--- config.mk ---
export PLATFORM = sky130hd
export DESIGN_NAME = cw305_mailbox_fifo_flat
export DESIGN_NICKNAME = d
export VERILOG_FILES = /design/src/rtl/cw305_mailbox_fifo_if.sv /design/src/rtl/cw305_mailbox_fifo.sv /design/src/flat_wrapper.sv
export SDC_FILE = /design/constraint.sdc
export NUM_CORES = 1
export LEC_CHECK = 0
export CORE_UTILIZATION = 40
export DETAILED_ROUTE_END_ITERATION = 6
export SLEW_MARGIN = 20
export SYNTH_ARGS = -nofsm -noshare
export SYNTH_HDL_FRONTEND = slang
export SYNTH_SLANG_ARGS = --single-unit
--- constraint.sdc ---
create_clock -name usb_clk -period 2.8 [get_ports usb_clk]
set_clock_uncertainty 0.1 [all_clocks]
set_input_delay 0.56 -clock usb_clk [delete_from_list [all_inputs] [get_ports usb_clk]]
set_output_delay 0.56 -clock usb_clk [all_outputs]
set_load 0.1 [all_outputs]
--- src/rtl/cw305_mailbox_fifo_if.sv ---
// Core-side word handshake of the CW305 mailbox.
// master: mailbox side, slave: core side.
`timescale 1ns/1ps
interface cw305_mailbox_fifo_if #(
  parameter int pDATA_WIDTH = 32
);
  logic [pDATA_WIDTH-1:0] h2c_data_o;
  logic                   h2c_valid_o;
  logic                   h2c_ready_i;
  logic [pDATA_WIDTH-1:0] c2h_data_i;
  logic                   c2h_valid_i;
  logic                   c2h_ready_o;

  modport master (
    output h2c_data_o,
    output h2c_valid_o,
    input  h2c_ready_i,
    input  c2h_data_i,
    input  c2h_valid_i,
    output c2h_ready_o
  );

  modport slave (
    input  h2c_data_o,
    input  h2c_valid_o,
    output h2c_ready_i,
    output c2h_data_i,
    output c2h_valid_i,
    input  c2h_ready_o
  );
endinterface

--- src/rtl/cw305_mailbox_fifo.sv ---
// Bidirectional word mailbox: byte-wide host registers on one side,
// valid/ready core handshake on the other, one circular FIFO per direction.
`timescale 1ns/1ps
module cw305_mailbox_fifo #(
  parameter int pADDR_WIDTH   = 21,
  parameter int pBYTECNT_SIZE = 7,
  parameter int pDATA_WIDTH   = 32,
  parameter int pDEPTH        = 8,
  parameter int pREG_H2C_DATA = 'h10,
  parameter int pREG_H2C_PUSH = 'h11,
  parameter int pREG_C2H_DATA = 'h12,
  parameter int pREG_C2H_POP  = 'h13,
  parameter int pREG_STATUS   = 'h14
) (
  input  logic usb_clk,
  input  logic reset_n,
  input  logic [pADDR_WIDTH-pBYTECNT_SIZE-1:0] reg_address,
  input  logic [pBYTECNT_SIZE-1:0] reg_bytecnt,
  input  logic reg_read,
  input  logic reg_write,
  input  logic reg_addrvalid,
  input  logic [7:0] write_data,
  output logic [7:0] read_data,
  cw305_mailbox_fifo_if.master core
);

  localparam int AW = pADDR_WIDTH - pBYTECNT_SIZE;
  localparam int NB = pDATA_WIDTH / 8;
  localparam int PW = (pDEPTH > 1) ? $clog2(pDEPTH) : 1;
  localparam int CW = PW + 1;

  localparam logic [AW-1:0] A_H2C_DATA = AW'(pREG_H2C_DATA);
  localparam logic [AW-1:0] A_H2C_PUSH = AW'(pREG_H2C_PUSH);
  localparam logic [AW-1:0] A_C2H_DATA = AW'(pREG_C2H_DATA);
  localparam logic [AW-1:0] A_C2H_POP  = AW'(pREG_C2H_POP);
  localparam logic [AW-1:0] A_STATUS   = AW'(pREG_STATUS);
  localparam logic [CW-1:0] FULL       = CW'(pDEPTH);

  logic [pDATA_WIDTH-1:0] h2c_mem [pDEPTH];
  logic [pDATA_WIDTH-1:0] c2h_mem [pDEPTH];
  logic [PW-1:0] h2c_head, h2c_tail;
  logic [PW-1:0] c2h_head, c2h_tail;
  logic [CW-1:0] h2c_cnt, c2h_cnt;
  logic [pDATA_WIDTH-1:0] stage;
  logic ovf, unf;

  logic host_wr, wr_stage, wr_push, wr_pop, wr_status;
  logic flush, clr_ovf, clr_unf;
  logic h2c_empty, h2c_full, c2h_empty, c2h_full;
  logic h2c_in, h2c_out, c2h_in, c2h_out;
  logic ovf_set, unf_set;
  logic sel_c2h, sel_h2c, sel_st;
  logic [pDATA_WIDTH-1:0] c2h_head_word;
  logic [7:0] rd_byte;

  assign host_wr   = reg_addrvalid & reg_write;
  assign wr_stage  = host_wr & (reg_address == A_H2C_DATA);
  assign wr_push   = host_wr & (reg_address == A_H2C_PUSH);
  assign wr_pop    = host_wr & (reg_address == A_C2H_POP);
  assign wr_status = host_wr & (reg_address == A_STATUS)
                   & (reg_bytecnt == '0);

  assign flush   = wr_status & write_data[7];
  assign clr_ovf = wr_status & write_data[4];
  assign clr_unf = wr_status & write_data[5];

  assign h2c_empty = (h2c_cnt == '0);
  assign h2c_full  = (h2c_cnt == FULL);
  assign c2h_empty = (c2h_cnt == '0);
  assign c2h_full  = (c2h_cnt == FULL);

  // Fullness is judged on registered state, so a same-cycle core pop
  // never makes room for a host push.
  assign h2c_in  = wr_push & ~h2c_full & ~flush;
  assign h2c_out = ~h2c_empty & core.h2c_ready_i & ~flush;
  assign c2h_in  = core.c2h_valid_i & ~c2h_full & ~flush;
  assign c2h_out = wr_pop & ~c2h_empty & ~flush;
  assign ovf_set = wr_push & h2c_full & ~flush;
  assign unf_set = wr_pop & c2h_empty & ~flush;

  assign core.h2c_valid_o = ~h2c_empty;
  assign core.h2c_data_o  = h2c_empty ? '0 : h2c_mem[h2c_head];
  assign core.c2h_ready_o = ~c2h_full;

  assign c2h_head_word = c2h_mem[c2h_head];

  always_ff @(posedge usb_clk or negedge reset_n) begin
    if (!reset_n) begin
      for (int i = 0; i < pDEPTH; i++) h2c_mem[i] <= '0;
    end else if (h2c_in) begin
      h2c_mem[h2c_tail] <= stage;
    end
  end

  always_ff @(posedge usb_clk or negedge reset_n) begin
    if (!reset_n) begin
      for (int i = 0; i < pDEPTH; i++) c2h_mem[i] <= '0;
    end else if (c2h_in) begin
      c2h_mem[c2h_tail] <= core.c2h_data_i;
    end
  end

  always_ff @(posedge usb_clk or negedge reset_n) begin
    if (!reset_n) begin
      h2c_head <= '0;
      h2c_tail <= '0;
      h2c_cnt  <= '0;
    end else if (flush) begin
      h2c_head <= '0;
      h2c_tail <= '0;
      h2c_cnt  <= '0;
    end else begin
      if (h2c_in)  h2c_tail <= h2c_tail + PW'(1);
      if (h2c_out) h2c_head <= h2c_head + PW'(1);
      h2c_cnt <= h2c_cnt + CW'(h2c_in) - CW'(h2c_out);
    end
  end

  always_ff @(posedge usb_clk or negedge reset_n) begin
    if (!reset_n) begin
      c2h_head <= '0;
      c2h_tail <= '0;
      c2h_cnt  <= '0;
    end else if (flush) begin
      c2h_head <= '0;
      c2h_tail <= '0;
      c2h_cnt  <= '0;
    end else begin
      if (c2h_in)  c2h_tail <= c2h_tail + PW'(1);
      if (c2h_out) c2h_head <= c2h_head + PW'(1);
      c2h_cnt <= c2h_cnt + CW'(c2h_in) - CW'(c2h_out);
    end
  end

  always_ff @(posedge usb_clk or negedge reset_n) begin
    if (!reset_n) begin
      stage <= '0;
    end else if (wr_stage) begin
      for (int b = 0; b < NB; b++) begin
        if (int'(reg_bytecnt) == b) stage[8*b +: 8] <= write_data;
      end
    end
  end

  // A set in the same cycle as its clear wins.
  always_ff @(posedge usb_clk or negedge reset_n) begin
    if (!reset_n) begin
      ovf <= 1'b0;
      unf <= 1'b0;
    end else begin
      ovf <= ovf_set | (ovf & ~clr_ovf);
      unf <= unf_set | (unf & ~clr_unf);
    end
  end

  assign sel_c2h = (reg_address == A_C2H_DATA);
  assign sel_h2c = (reg_address == A_H2C_DATA);
  assign sel_st  = (reg_address == A_STATUS);

  always_comb begin
    rd_byte = '0;
    if (reg_read) begin
      unique case (1'b1)
        sel_c2h: begin
          for (int b = 0; b < NB; b++) begin
            if (!c2h_empty && int'(reg_bytecnt) == b)
              rd_byte = c2h_head_word[8*b +: 8];
          end
        end
        sel_h2c: begin
          for (int b = 0; b < NB; b++) begin
            if (int'(reg_bytecnt) == b)
              rd_byte = stage[8*b +: 8];
          end
        end
        sel_st: begin
          case (int'(reg_bytecnt))
            0: rd_byte = {2'b00, unf, ovf,
                          c2h_full, c2h_empty,
                          h2c_full, h2c_empty};
            1: rd_byte = 8'(h2c_cnt);
            2: rd_byte = 8'(c2h_cnt);
            3: rd_byte = 8'(pDEPTH - 1);
            default: rd_byte = '0;
          endcase
        end
        default: rd_byte = '0;
      endcase
    end
  end

  always_ff @(posedge usb_clk or negedge reset_n) begin
    if (!reset_n) read_data <= '0;
    else          read_data <= rd_byte;
  end

endmodule
--- src/flat_wrapper.sv ---
// flat-port wrapper written by rule: the top's interface ports become plain ports
module cw305_mailbox_fifo_flat 
#(
  parameter int pADDR_WIDTH   = 21,
  parameter int pBYTECNT_SIZE = 7,
  parameter int pDATA_WIDTH   = 32,
  parameter int pDEPTH        = 8,
  parameter int pREG_H2C_DATA = 'h10,
  parameter int pREG_H2C_PUSH = 'h11,
  parameter int pREG_C2H_DATA = 'h12,
  parameter int pREG_C2H_POP  = 'h13,
  parameter int pREG_STATUS   = 'h14
)
  (usb_clk, reset_n, reg_address, reg_bytecnt, reg_read, reg_write, reg_addrvalid, write_data, read_data, core_h2c_data_o, core_h2c_valid_o, core_h2c_ready_i, core_c2h_data_i, core_c2h_valid_i, core_c2h_ready_o);
  cw305_mailbox_fifo_if #(.pDATA_WIDTH(pDATA_WIDTH)) core_i ();
  input  logic usb_clk;
  input  logic reset_n;
  input  logic [pADDR_WIDTH-pBYTECNT_SIZE-1:0] reg_address;
  input  logic [pBYTECNT_SIZE-1:0] reg_bytecnt;
  input  logic reg_read;
  input  logic reg_write;
  input  logic reg_addrvalid;
  input  logic [7:0] write_data;
  output logic [7:0] read_data;
  output wire logic [$bits(core_i.h2c_data_o)-1:0] core_h2c_data_o;
  output wire logic [$bits(core_i.h2c_valid_o)-1:0] core_h2c_valid_o;
  input wire logic [$bits(core_i.h2c_ready_i)-1:0] core_h2c_ready_i;
  input wire logic [$bits(core_i.c2h_data_i)-1:0] core_c2h_data_i;
  input wire logic [$bits(core_i.c2h_valid_i)-1:0] core_c2h_valid_i;
  output wire logic [$bits(core_i.c2h_ready_o)-1:0] core_c2h_ready_o;
  assign core_h2c_data_o = core_i.h2c_data_o;
  assign core_h2c_valid_o = core_i.h2c_valid_o;
  assign core_i.h2c_ready_i = core_h2c_ready_i;
  assign core_i.c2h_data_i = core_c2h_data_i;
  assign core_i.c2h_valid_i = core_c2h_valid_i;
  assign core_c2h_ready_o = core_i.c2h_ready_o;
  cw305_mailbox_fifo #(.pADDR_WIDTH(pADDR_WIDTH), .pBYTECNT_SIZE(pBYTECNT_SIZE), .pDATA_WIDTH(pDATA_WIDTH), .pDEPTH(pDEPTH), .pREG_H2C_DATA(pREG_H2C_DATA), .pREG_H2C_PUSH(pREG_H2C_PUSH), .pREG_C2H_DATA(pREG_C2H_DATA), .pREG_C2H_POP(pREG_C2H_POP), .pREG_STATUS(pREG_STATUS)) u_core (.usb_clk(usb_clk), .reset_n(reset_n), .reg_address(reg_address), .reg_bytecnt(reg_bytecnt), .reg_read(reg_read), .reg_write(reg_write), .reg_addrvalid(reg_addrvalid), .write_data(write_data), .read_data(read_data), .core(core_i));
endmodule
; Yosys cells after proc, flatten, opt, wreduce, memory -nomap -nowiden
; Index checks and enable logic that the tools add are counted.
[totals]
ff_bits = 574
input_bits = 68
elab_cells = 145
out_inout_bits = 42
[classes]
add_sub_neg = 8
magnitude_cmp = 6
n_reduce_logical = 19
n_eq_ne = 13
mux = 34
n_bitwise = 36
[op_table]
columns = operator, count
row1 = 256-bit bitwise mux, 2
row2 = 32-bit 2-to-1 mux, 7
row3 = 32-bit binary-select mux with 3-bit select, 2
row4 = 32-bit demux with 3-bit select, 2
row5 = 8-bit 2-to-1 mux, 9
row6 = "14-bit by 5-bit == test with 1-bit output, second input constant", 5
row7 = 3-bit 2-to-1 mux, 8
row8 = 6-bit one-hot mux with 4 select lines, 1
row9 = 8-bit one-hot mux with 3 select lines, 1
row10 = 1-bit bitwise AND, 23
row11 = "7-bit by 2-bit == test with 1-bit output, second input constant", 3
row12 = "4-bit greater-or-equal comparator, second input constant", 4
row13 = 3-bit NOT with 4-bit output, 4
row14 = "7-bit by 3-bit == test with 1-bit output, second input constant", 2
row15 = 7-bit zero test, 2
row16 = "3-bit by 1-bit adder with 3-bit output, second input constant", 4
row17 = 4-bit by 1-bit adder with 4-bit output, 2
row18 = "4-bit == test, second input constant", 2
row19 = 4-bit zero test, 2
row20 = "4-bit by 1-bit less-than comparator with 1-bit output, second input constant", 2
row21 = 4-bit 2-to-1 mux, 2
row22 = 2-bit AND reduction, 4
row23 = 2-bit nonzero test, 4
row24 = 4-bit by 1-bit subtractor with 4-bit output, 2
row25 = other kinds (5), 17

; Longest topological paths before layout
; Gate-level depths: netlist (run 1).
[logic_depth]
word_depth = 10
mapped_depth = 14
mapped_depth_nobuf = 13

; Least setup slack after synthesis (run 1)
; No wires, ideal clock.
[synth_path]
path_kind = input port to flip-flop
startpoint = in reg_bytecnt[2]
endpoint = reg u_core.h2c_cnt[2]
cell_stages = 13
path_buffers = 3
t_required_ns = 2.579
arrival_time_ns = 4.008
setup_ns = 0.121
path_slack_ns = -1.429
path_cell_list = or4_4 or2_1 buf_6 nor4_4 buf_2 buf_2 nor2_1 ha_1 inv_1 ha_1 fa_1 xnor2_1 nor2_1
[synth_via]
elab_chain_cells = 8
word_cells_on_any_way = 9
cone_classes = add/sub (2) / mux (1) / bitwise (5) / reduce/logical (1)
[synth_rtl]
columns = element, line_no
row1 = start: declaration, flat_wrapper.sv:19  ; input logic [pBYTECNT_SIZE-1:0] reg_bytecnt;
row2 = 7-bit zero test (*), cw305_mailbox_fifo.sv:61  ; & (reg_bytecnt == '0);
row3 = 1-bit bitwise AND (*), cw305_mailbox_fifo.sv:61
row4 = 1-bit bitwise AND (*), cw305_mailbox_fifo.sv:63  ; assign flush = wr_status & write_data[7];
row5 = 1-bit NOT, "cw305_mailbox_fifo.sv:74, cw305_mailbox_fifo.sv:75"
row6 = 1-bit bitwise AND, cw305_mailbox_fifo.sv:74  ; assign h2c_in = wr_push & ~h2c_full & ~flush;
row7 = 4-bit by 1-bit adder with 4-bit output, cw305_mailbox_fifo.sv:115  ; h2c_cnt <= h2c_cnt + CW'(h2c_in) - CW'(h2c_out);
row8 = 4-bit by 1-bit subtractor with 4-bit output, cw305_mailbox_fifo.sv:115
row9 = 4-bit 2-to-1 mux (*), cw305_mailbox_fifo.sv:108  ; end else if (flush) begin
row10 = end signal: assignment, cw305_mailbox_fifo.sv:115
row11 = end: declaration, cw305_mailbox_fifo.sv:43  ; logic [CW-1:0] h2c_cnt, c2h_cnt;
; Every way passes the cells marked *; elsewhere a longest branch is shown, timed or not.
; A chain may end at the register's enable or synchronous reset.

; Worst setup path in the final report (run 1)
[layout_path]
startpoint = reg u_core.h2c_head[0]
endpoint = out core_h2c_data_o[4]
[layout_via]
elab_chain_cells = 5
[layout_rtl]
columns = element, line_no
row1 = start: declaration, cw305_mailbox_fifo.sv:41  ; logic [PW-1:0] h2c_head, h2c_tail;
row2 = start signal: assignment, cw305_mailbox_fifo.sv:114  ; if (h2c_out) h2c_head <= h2c_head + PW'(1);
row3 = 3-bit NOT with 4-bit output (implied by the code), cw305_mailbox_fifo.sv:82  ; assign core.h2c_data_o = h2c_empty ? '0 : h2c_mem[h2c_head];
row4 = 32-bit binary-select mux with 3-bit select, cw305_mailbox_fifo.sv:82
row5 = 32-bit 2-to-1 mux (implied by the code) (2 in a row), cw305_mailbox_fifo.sv:82
row6 = 32-bit 2-to-1 mux, cw305_mailbox_fifo.sv:82
row7 = end: declaration, flat_wrapper.sv:25  ; output wire logic [$bits(core_i.h2c_data_o)-1:0] core_h2c_data_o;
; No other way between the ends. The select of a mux whose other input is x is not followed.

==> PnR_summary.wiki, run 1 <==
{| class="wikitable"
! Metric !! Value
|-
| Status || finished, violations left
|-
| Violated checks || negative setup slack
|-
| Worst hold path class || input pin to async pin
|-
| WP data arrival || 2.44 ns
|-
| Total clock sinks || 574
|-
| Die extent in y || ~260 um
|-
| Clock latency on the worst-skew pair || 0.64 ns
|-
| Standard cell core area || ~0.068 mm^2
|-
| Worst hold slack after final layout || roughly 0.39 ns
|-
| Initial Util || 40.70%
|-
| Final antenna-violating net count || 0
|-
| Count of endpoints failing hold in the final timing report || 0
|-
| Time the final worst path needs with I/O delays and setup || 3.100 ns
|-
| Die Span X || 264.3 um
|-
| Detailed-route DRC error count || 0
|-
| Count of max-cap constraint violations || 0
|-
| Area of combinational cells with multiple inputs || 0.01301 mm^2
|-
| CP endpoint kind || primary output
|-
| Flip-flop and latch area || between 0.01 and 0.015 mm^2
|-
| Io pins || 110
|-
| Initial DRC Count || 825
|-
| Highest net fanout along the worst path || 6
|-
| CTS H-Tree Depth || 2
|-
| Grt total ovfl || 0
|-
| Final max-slew violation count || 0
|-
| Power per Cell Area || 835.1 mW/mm^2
|-
| DP Cell Count || 2691
|-
| Type of element launching the critical path || register
|-
| Post-synth EDFFs || 0
|-
| Highest attainable clock frequency || around 0.32 GHz
|-
| Critical path class || register to primary output
|-
| Overall Global Routing Usage || 19.81%
|-
| Fill cells || 5519
|-
| Mean Syn Cell Area || 16.09 um^2
|-
| Total number of yosys warnings || 0
|-
| Critical path required time || around 2.1 ns
|-
| Cells after synthesis || 1711
|-
| Port bufs || 109
|-
| Synthesis-to-finish area growth || 22.90%
|-
| Setup-failing EPs final || 32
|-
| Most used DFF post-synth || dfrtp_1
|-
| Register area share after synthesis || a little over half
|-
| Total nets after synthesis || 1797
|-
| Worst slew slack as a fraction of its limit || 49.39%
|-
| Number of antenna violations at the first check in global routing || 1
|-
| Count of unique library cells instantiated by Yosys || between 50 and 60
|-
| Clock transition at the registers of the reported paths || ~0.06 ns
|-
| Measured slew at the worst slew-check pin || between 0.7 and 0.8 ns
|-
| Worst ir drop on vdd || 0.4543 mV
|-
| Standby leakage power || around 15 nW
|-
| Total routed wirelength || 68.31 mm
|-
| Clock tree from TritonCTS || done
|-
| First-pass GRT wire length || 106.2 mm
|-
| Async set-reset flop share out of synthesis || 100.0%
|-
| Dpl cell area || 0.03120 mm^2
|-
| Final-stage net count || 1980
|-
| Number of global-route vias before repair || around 17000
|-
| Maximum number of pins on one net before global-route repair || 69
|-
| Routed via count || 15456
|-
| Area enclosed by the die boundary || 0.06988 mm^2
|-
| Detail-routed via count per cell || 5.485
|-
| Post-route standard cell area excluding fillers || 0.03383 mm^2
|-
| Layout cells sized above 1 || 55.58%
|-
| Number of cells on the worst reg-to-reg path || 10
|-
| Slack of the critical path || -0.3003 ns
|-
| Final cell count without fillers || 2818
|-
| Overall power consumption || 0.02826 W
|-
| First-pass iteration count of the detailed router || 5
|-
| Final cycle utilization of the critical path || 110.7%
|-
| CTS root buffer || clkbuf_16
|-
| CTS Buf Count || 61
|-
| Cell area after technology mapping || about 0.028 mm^2
|-
| Number of buffers between clock root and the deepest sink || 3
|-
| Weighted congestion at the end of routability-driven global placement || 0.8493
|-
| Detailed Place HPWL || 43.77 mm
|-
| Flops & latches, synth || about 570
|-
| Row Count || 95
|-
| Antenna diode count || 0
|-
| RSZ-0062 raised after global routing || yes
|-
| Routed wire per std cell || between 20 and 25 um
|}
==> registers in the layout (all words and copies together) (netlist names) <==
name              flops
u_core.c2h_cnt        4
u_core.h2c_mem      256
u_core.c2h_tail       3
u_core.c2h_mem      256
u_core.unf            1
u_core.ovf            1
u_core.h2c_cnt        4
u_core.h2c_tail       3
u_core.c2h_head       3
u_core.stage         32
u_core.h2c_head       3
u_core.read_data      8
==> kinds of logic after synthesis <==
kind of cell	Yosys count	share of synthesized area, %
simple gates	161	3.577
buf+inv	155	2.909
xor+xnor	9	0.2863
mux	738	38.83
compound gates	56	1.354
flops	574	52.17
fa+ha+maj	18	0.8726
==> metrics by stage <==
| stage | worst slack [ns] | utilization, % | TNS (ns) |
|---|---|---|---|
| 6_report | -0.3003 | 50.03 | -7.734 |
| 5_1_grt | -0.3833 | 50.03 | -10.47 |
| 4_1_cts | -0.3408 | 49.76 | -9.745 |
| 3_5_place_dp | -0.7230 | 46.13 | -276.94 |
| 3_3_place_gp | -0.7464 | 46.13 | -273.65 |
| 2_1_floorplan | -1.265 | - | -118.69 |
==> final cells by class <==
cell class,count,share of cell area (%)
sequential,574,42.50
timing repair buffer,257,9.423
tap,873,3.228
multi-input combinational,982,38.44
clock inverter,25,0.8506
inverter,18,0.2071
clock buffer,89,5.355
==> timing repair <==
action / 4_1_cts / 5_1_grt
hold endpoints to repair: 48 / 0
pin swaps: 1 / 6
setup buffers: 4 / 5
hold buffers: 1 / 0
gates cloned: 1 / 2
resized for setup: 47 / 20
setup endpoints to repair: 141 / 349
==> metal layers <==
layer | wire [um] | GRT usage, %
met1 | 31210 | 27.86
met2 | 33110 | 32.46
met3 | 2971 | 3.363
met4 | 1010 | 3.724
met5 | 7 | 0
==> critical path, cell delays in order, from the launching register on <==
cell and delay [ns]:
dfrtp_4 0.53, buf_4 0.16, buf_8 0.14, mux4_2 0.54
mux2i_4 0.22, nor2_4 0.06, buf_12 0.18
==> cell usage in the layout, fill, tap and decap left out, types with 5 or more instances in the layout <==
master | netlist | final
mux4_2 | 137 | 137
buf_4 | 0 | 102
mux2_4 | 240 | 240
a21o_1 | 5 | 5
mux2i_4 | 0 | 22
clkbuf_8 | 0 | 18
clkinv_2 | 0 | 14
dfrtp_1 | 574 | 568
clkdlybuf4s50_1 | 0 | 61
o22ai_1 | 10 | 10
clkbuf_16 | 0 | 62
nor3_1 | 7 | 5
ha_1 | 16 | 14
mux2_2 | 309 | 309
nor2_1 | 59 | 28
nand3_1 | 12 | 10
o21ai_0 | 11 | 11
inv_1 | 17 | 16
xnor2_1 | 5 | 5
a21oi_1 | 12 | 10
buf_12 | 0 | 82
nand2_1 | 22 | 22
nor2_4 | 0 | 30
nor2b_1 | 6 | 6
clkbuf_1 | 39 | 10
mux2i_1 | 52 | 26
nand4_1 | 5 | 5
nand2b_1 | 7 | 7
nor4_4 | 7 | 8
==> where the power goes <==
part | internal (W) | switching (W) | total [W]
registers | 0.0103 | 0.00121 | 0.0115
clock network | 0.00487 | 0.00346 | 0.00833
logic | 0.00521 | 0.00321 | 0.00841
total | 0.0204 | 0.00788 | 0.0283
==> final timing paths <==
| kind | slack (ns) | startpoint | end |
|---|---|---|---|
| max | -0.30 | u_core.h2c_head[0] | core_h2c_data_o[4] |
| min | 0.39 | reset_n | u_core.h2c_mem[6] |
| max reg2reg | 0.13 | u_core.h2c_cnt[2] | u_core.h2c_mem[93] |
| min reg2reg | 0.39 | u_core.unf | u_core.unf |
| max in group asynchronous | 1.33 | reset_n | u_core.c2h_mem[187] |
| min in group usb_clk | 0.39 | u_core.unf | u_core.unf |
==> cell usage after synthesis (6+ instances only) <==
cell type    n  area share [%]
a21oi_1     12            0.22
buf_1       48            0.65
buf_2       19            0.35
buf_6       25             1.0
clkbuf_1    39            0.53
clkbuf_2     6            0.11
dfrtp_1    574              52
ha_1        16            0.73
inv_1       17            0.23
mux2_2     309              13
mux2_4     240              13
mux2i_1     52             1.9
mux4_2     137              11
nand2_1     22            0.30
nand2b_1     7            0.16
nand3_1     12            0.22
nor2_1      59            0.80
nor2b_1      6            0.14
nor3_1       7            0.13
nor4_4       7            0.54
o21ai_0     11            0.20
o22ai_1     10            0.23
(Power assumes the default switching activity.)
==> run 2, diff against run 1 <==
- CTS_CLUSTER_DIAMETER: not set -> 40
==> PnR_summary.wiki, run 2 (same netlist as run 1, synthesis figures left out) <==
{| class="wikitable"
! Metric !! Value
|-
| Port bufs || 109 (unchanged)
|-
| Setup-failing EPs final || 32 (unchanged)
|-
| Number of global-route vias before repair || 16940 (+1.5%)
|-
| Total clock sinks || 574 (unchanged)
|-
| Detailed Place HPWL || 43.77 mm (unchanged)
|-
| Final max-slew violation count || 0 (unchanged)
|-
| Utilization after layout || 51.85% (+1.8 points)
|-
| Clock tree from TritonCTS || done
|-
| Clock transition at the registers of the reported paths || 0.05 ns (about the same)
|-
| Top Registers || u_core.c2h_mem: 256 flops, u_core.h2c_mem: 256 flops, u_core.stage: 32 flops
|-
| Capturing instance or port of the critical path || core_h2c_data_o[18]
|-
| Routed wire per std cell || 23.96 um (-1.2%)
|-
| Worst hold path class || input pin to async pin
|-
| Initial Util || 40.70% (unchanged)
|-
| CTS H-Tree Depth || 3 (+1)
|-
| Time the final worst path needs with I/O delays and setup || 3.114 ns (+0.01341 ns)
|-
| Power per Cell Area || 913.3 mW/mm^2 (+9.4%)
|-
| Type of element launching the critical path || register
|-
| Slack of the critical path || -0.3137 ns (-0.01341 ns)
|-
| Detail-routed via count per cell || 5.430 (-1.0%)
|-
| Leading cell types in the layout, fill and taps excluded || 568 x dfrtp_1, 309 x mux2_2, 240 x mux2_4, 137 x mux4_2, 103 x buf_4
|-
| Startpoint of the worst setup timing path || u_core.h2c_head[0]
|-
| Critical path class || register to primary output
|-
| CTS Buf Count || 91 (+49%)
|-
| Overall Global Routing Usage || 20.22% (+0.41 points)
|-
| Final cycle utilization of the critical path || 111.2% (+0.48 points)
|-
| WP data arrival || 2.45 ns (about the same)
|-
| Number of cells on the worst reg-to-reg path || 6 (-4)
|-
| Measured slew at the worst slew-check pin || 0.7291 ns (-0.02444 ns)
|-
| Number of antenna violations at the first check in global routing || 1 (unchanged)
|-
| Minimum setup slack among reg-to-reg paths || 0.17 ns (+0.04 ns)
|-
| Clock latency on the worst-skew pair || 0.64 ns (about the same)
|-
| Count of max-cap constraint violations || 0 (unchanged)
|-
| RSZ-0062 raised after global routing || yes
|-
| Grt total ovfl || 0 (unchanged)
|-
| Status || finished, violations left
|-
| Standard cell core area || 0.06763 mm^2 (unchanged)
|-
| Routed via count || 15594 (+0.89%)
|-
| Layout cells sized above 1 || 56.73% (+1.1 points)
|-
| Critical path required time || 2.14 ns (about the same)
|-
| Synthesis-to-finish area growth || 27.37%
|-
| First-pass GRT wire length || 107.7 mm (+1.4%)
|-
| Violated checks || negative setup slack
|-
| Worst slew slack as a fraction of its limit || 51.03% (+1.6 points)
|-
| Antenna diode count || 0 (unchanged)
|-
| Most common library cell in the layout ignoring fill and taps || dfrtp_1
|-
| Terminus of the critical flop-to-flop path || u_core.read_data[0]
|-
| First-pass iteration count of the detailed router || 6 (+1)
|-
| Die Span X || 264.3 um (unchanged)
|-
| Detailed-route DRC error count || 0 (unchanged)
|-
| Highest attainable clock frequency || 0.3212 GHz (-0.43%)
|-
| Setup TNS || -7.939 ns (-0.2043 ns)
|-
| CP endpoint kind || primary output
|-
| Final antenna-violating net count || 0 (unchanged)
|-
| Maximum number of pins on one net before global-route repair || 69 (unchanged)
|-
| Initial DRC Count || 928 (+12%)
|-
| Overall power consumption || 0.03203 W (+13%)
|-
| Count of endpoints failing hold in the final timing report || 0 (unchanged)
|-
| CTS root buffer || clkbuf_16
|-
| Io pins || 110 (unchanged)
|-
| Number of buffers between clock root and the deepest sink || 3 (unchanged)
|-
| Worst ir drop on vdd || 0.5927 mV (+30%)
|-
| Highest net fanout along the worst path || 8 (+2)
|-
| Final-stage net count || 2012 (+1.6%)
|-
| Standby leakage power || 15.65 nW (+3.9%)
|-
| Launch instance of the worst register-to-register path || u_core.c2h_head[0]
|-
| Area enclosed by the die boundary || 0.06988 mm^2 (unchanged)
|-
| Weighted congestion at the end of routability-driven global placement || 0.8493 (unchanged)
|-
| Row Count || 95 (unchanged)
|-
| Die extent in y || 264.3 um (unchanged)
|-
| Total routed wirelength || 68.81 mm (+0.72%)
|}
-- run 2: area by class of cell --
class / instances / area, um^2
fillers: 5408 / 32570
multi-input cells: 982 / 13010
inverters: 18 / 70.07
repair buffers: 259 / 3232
flip-flops and latches: 574 / 14380
clock buffers: 115 / 2499
well taps: 873 / 1092
clock inverters: 51 / 780.7
-- run 2: how the worst min path moves through the flow --
stage,to,slack [ns],depth (start not counted)
6_report,u_core.h2c_mem[6],0.39,2
5_1_grt,u_core.ovf,0.40,1
4_1_cts,u_core.unf,0.38,1
3_5_place_dp,u_core.unf,0.36,1
3_3_place_gp,u_core.unf,0.35,1
2_1_floorplan,u_core.c2h_cnt[0],0.16,0
-- run 2: stage by stage --
stage	instance area, um^2	hold WS, ns	cells	setup slack (ns)
5_1_grt	35060	0.4028	2872	-0.3851
4_1_cts	34860	0.3757	2865	-0.3482
2_1_floorplan	27830	0.1644	1711	-1.265
3_5_place_dp	31200	0.3636	2691	-0.7230
3_3_place_gp	31200	0.3527	2691	-0.7464
6_report	35060	0.3856	2872	-0.3137
-- run 2: critical path, stage by stage, from the launching register on --
cell,delay [ns]
dfrtp_4,0.52
buf_12,0.14
clkbuf_16,0.16
mux4_2,0.54
mux2i_4,0.21
nor2_4,0.05
buf_12,0.18
-- run 2: layer usage --
metal	wire, um	global-route usage [%]
met1	31310	28.04
met2	33330	32.68
met3	3214	4.301
met4	937	4.337
met5	7	0
-- run 2: what timing repair did --
action                     4_1_cts  5_1_grt
hold buffers                     1        0
setup endpoints to repair      145      333
hold endpoints to repair        48        0
buffers inserted                 5        7
cloned                           2        2
pin swaps                        1        9
resized for setup               45       25
-- run 2: report_power, final --
group          internal [W]  switching (W)  leakage [nW]  total (W)
combinational       0.00526        0.00324          6.57    0.00851
clock               0.00783        0.00414          1.59     0.0120
sequential           0.0103        0.00123          7.48     0.0115
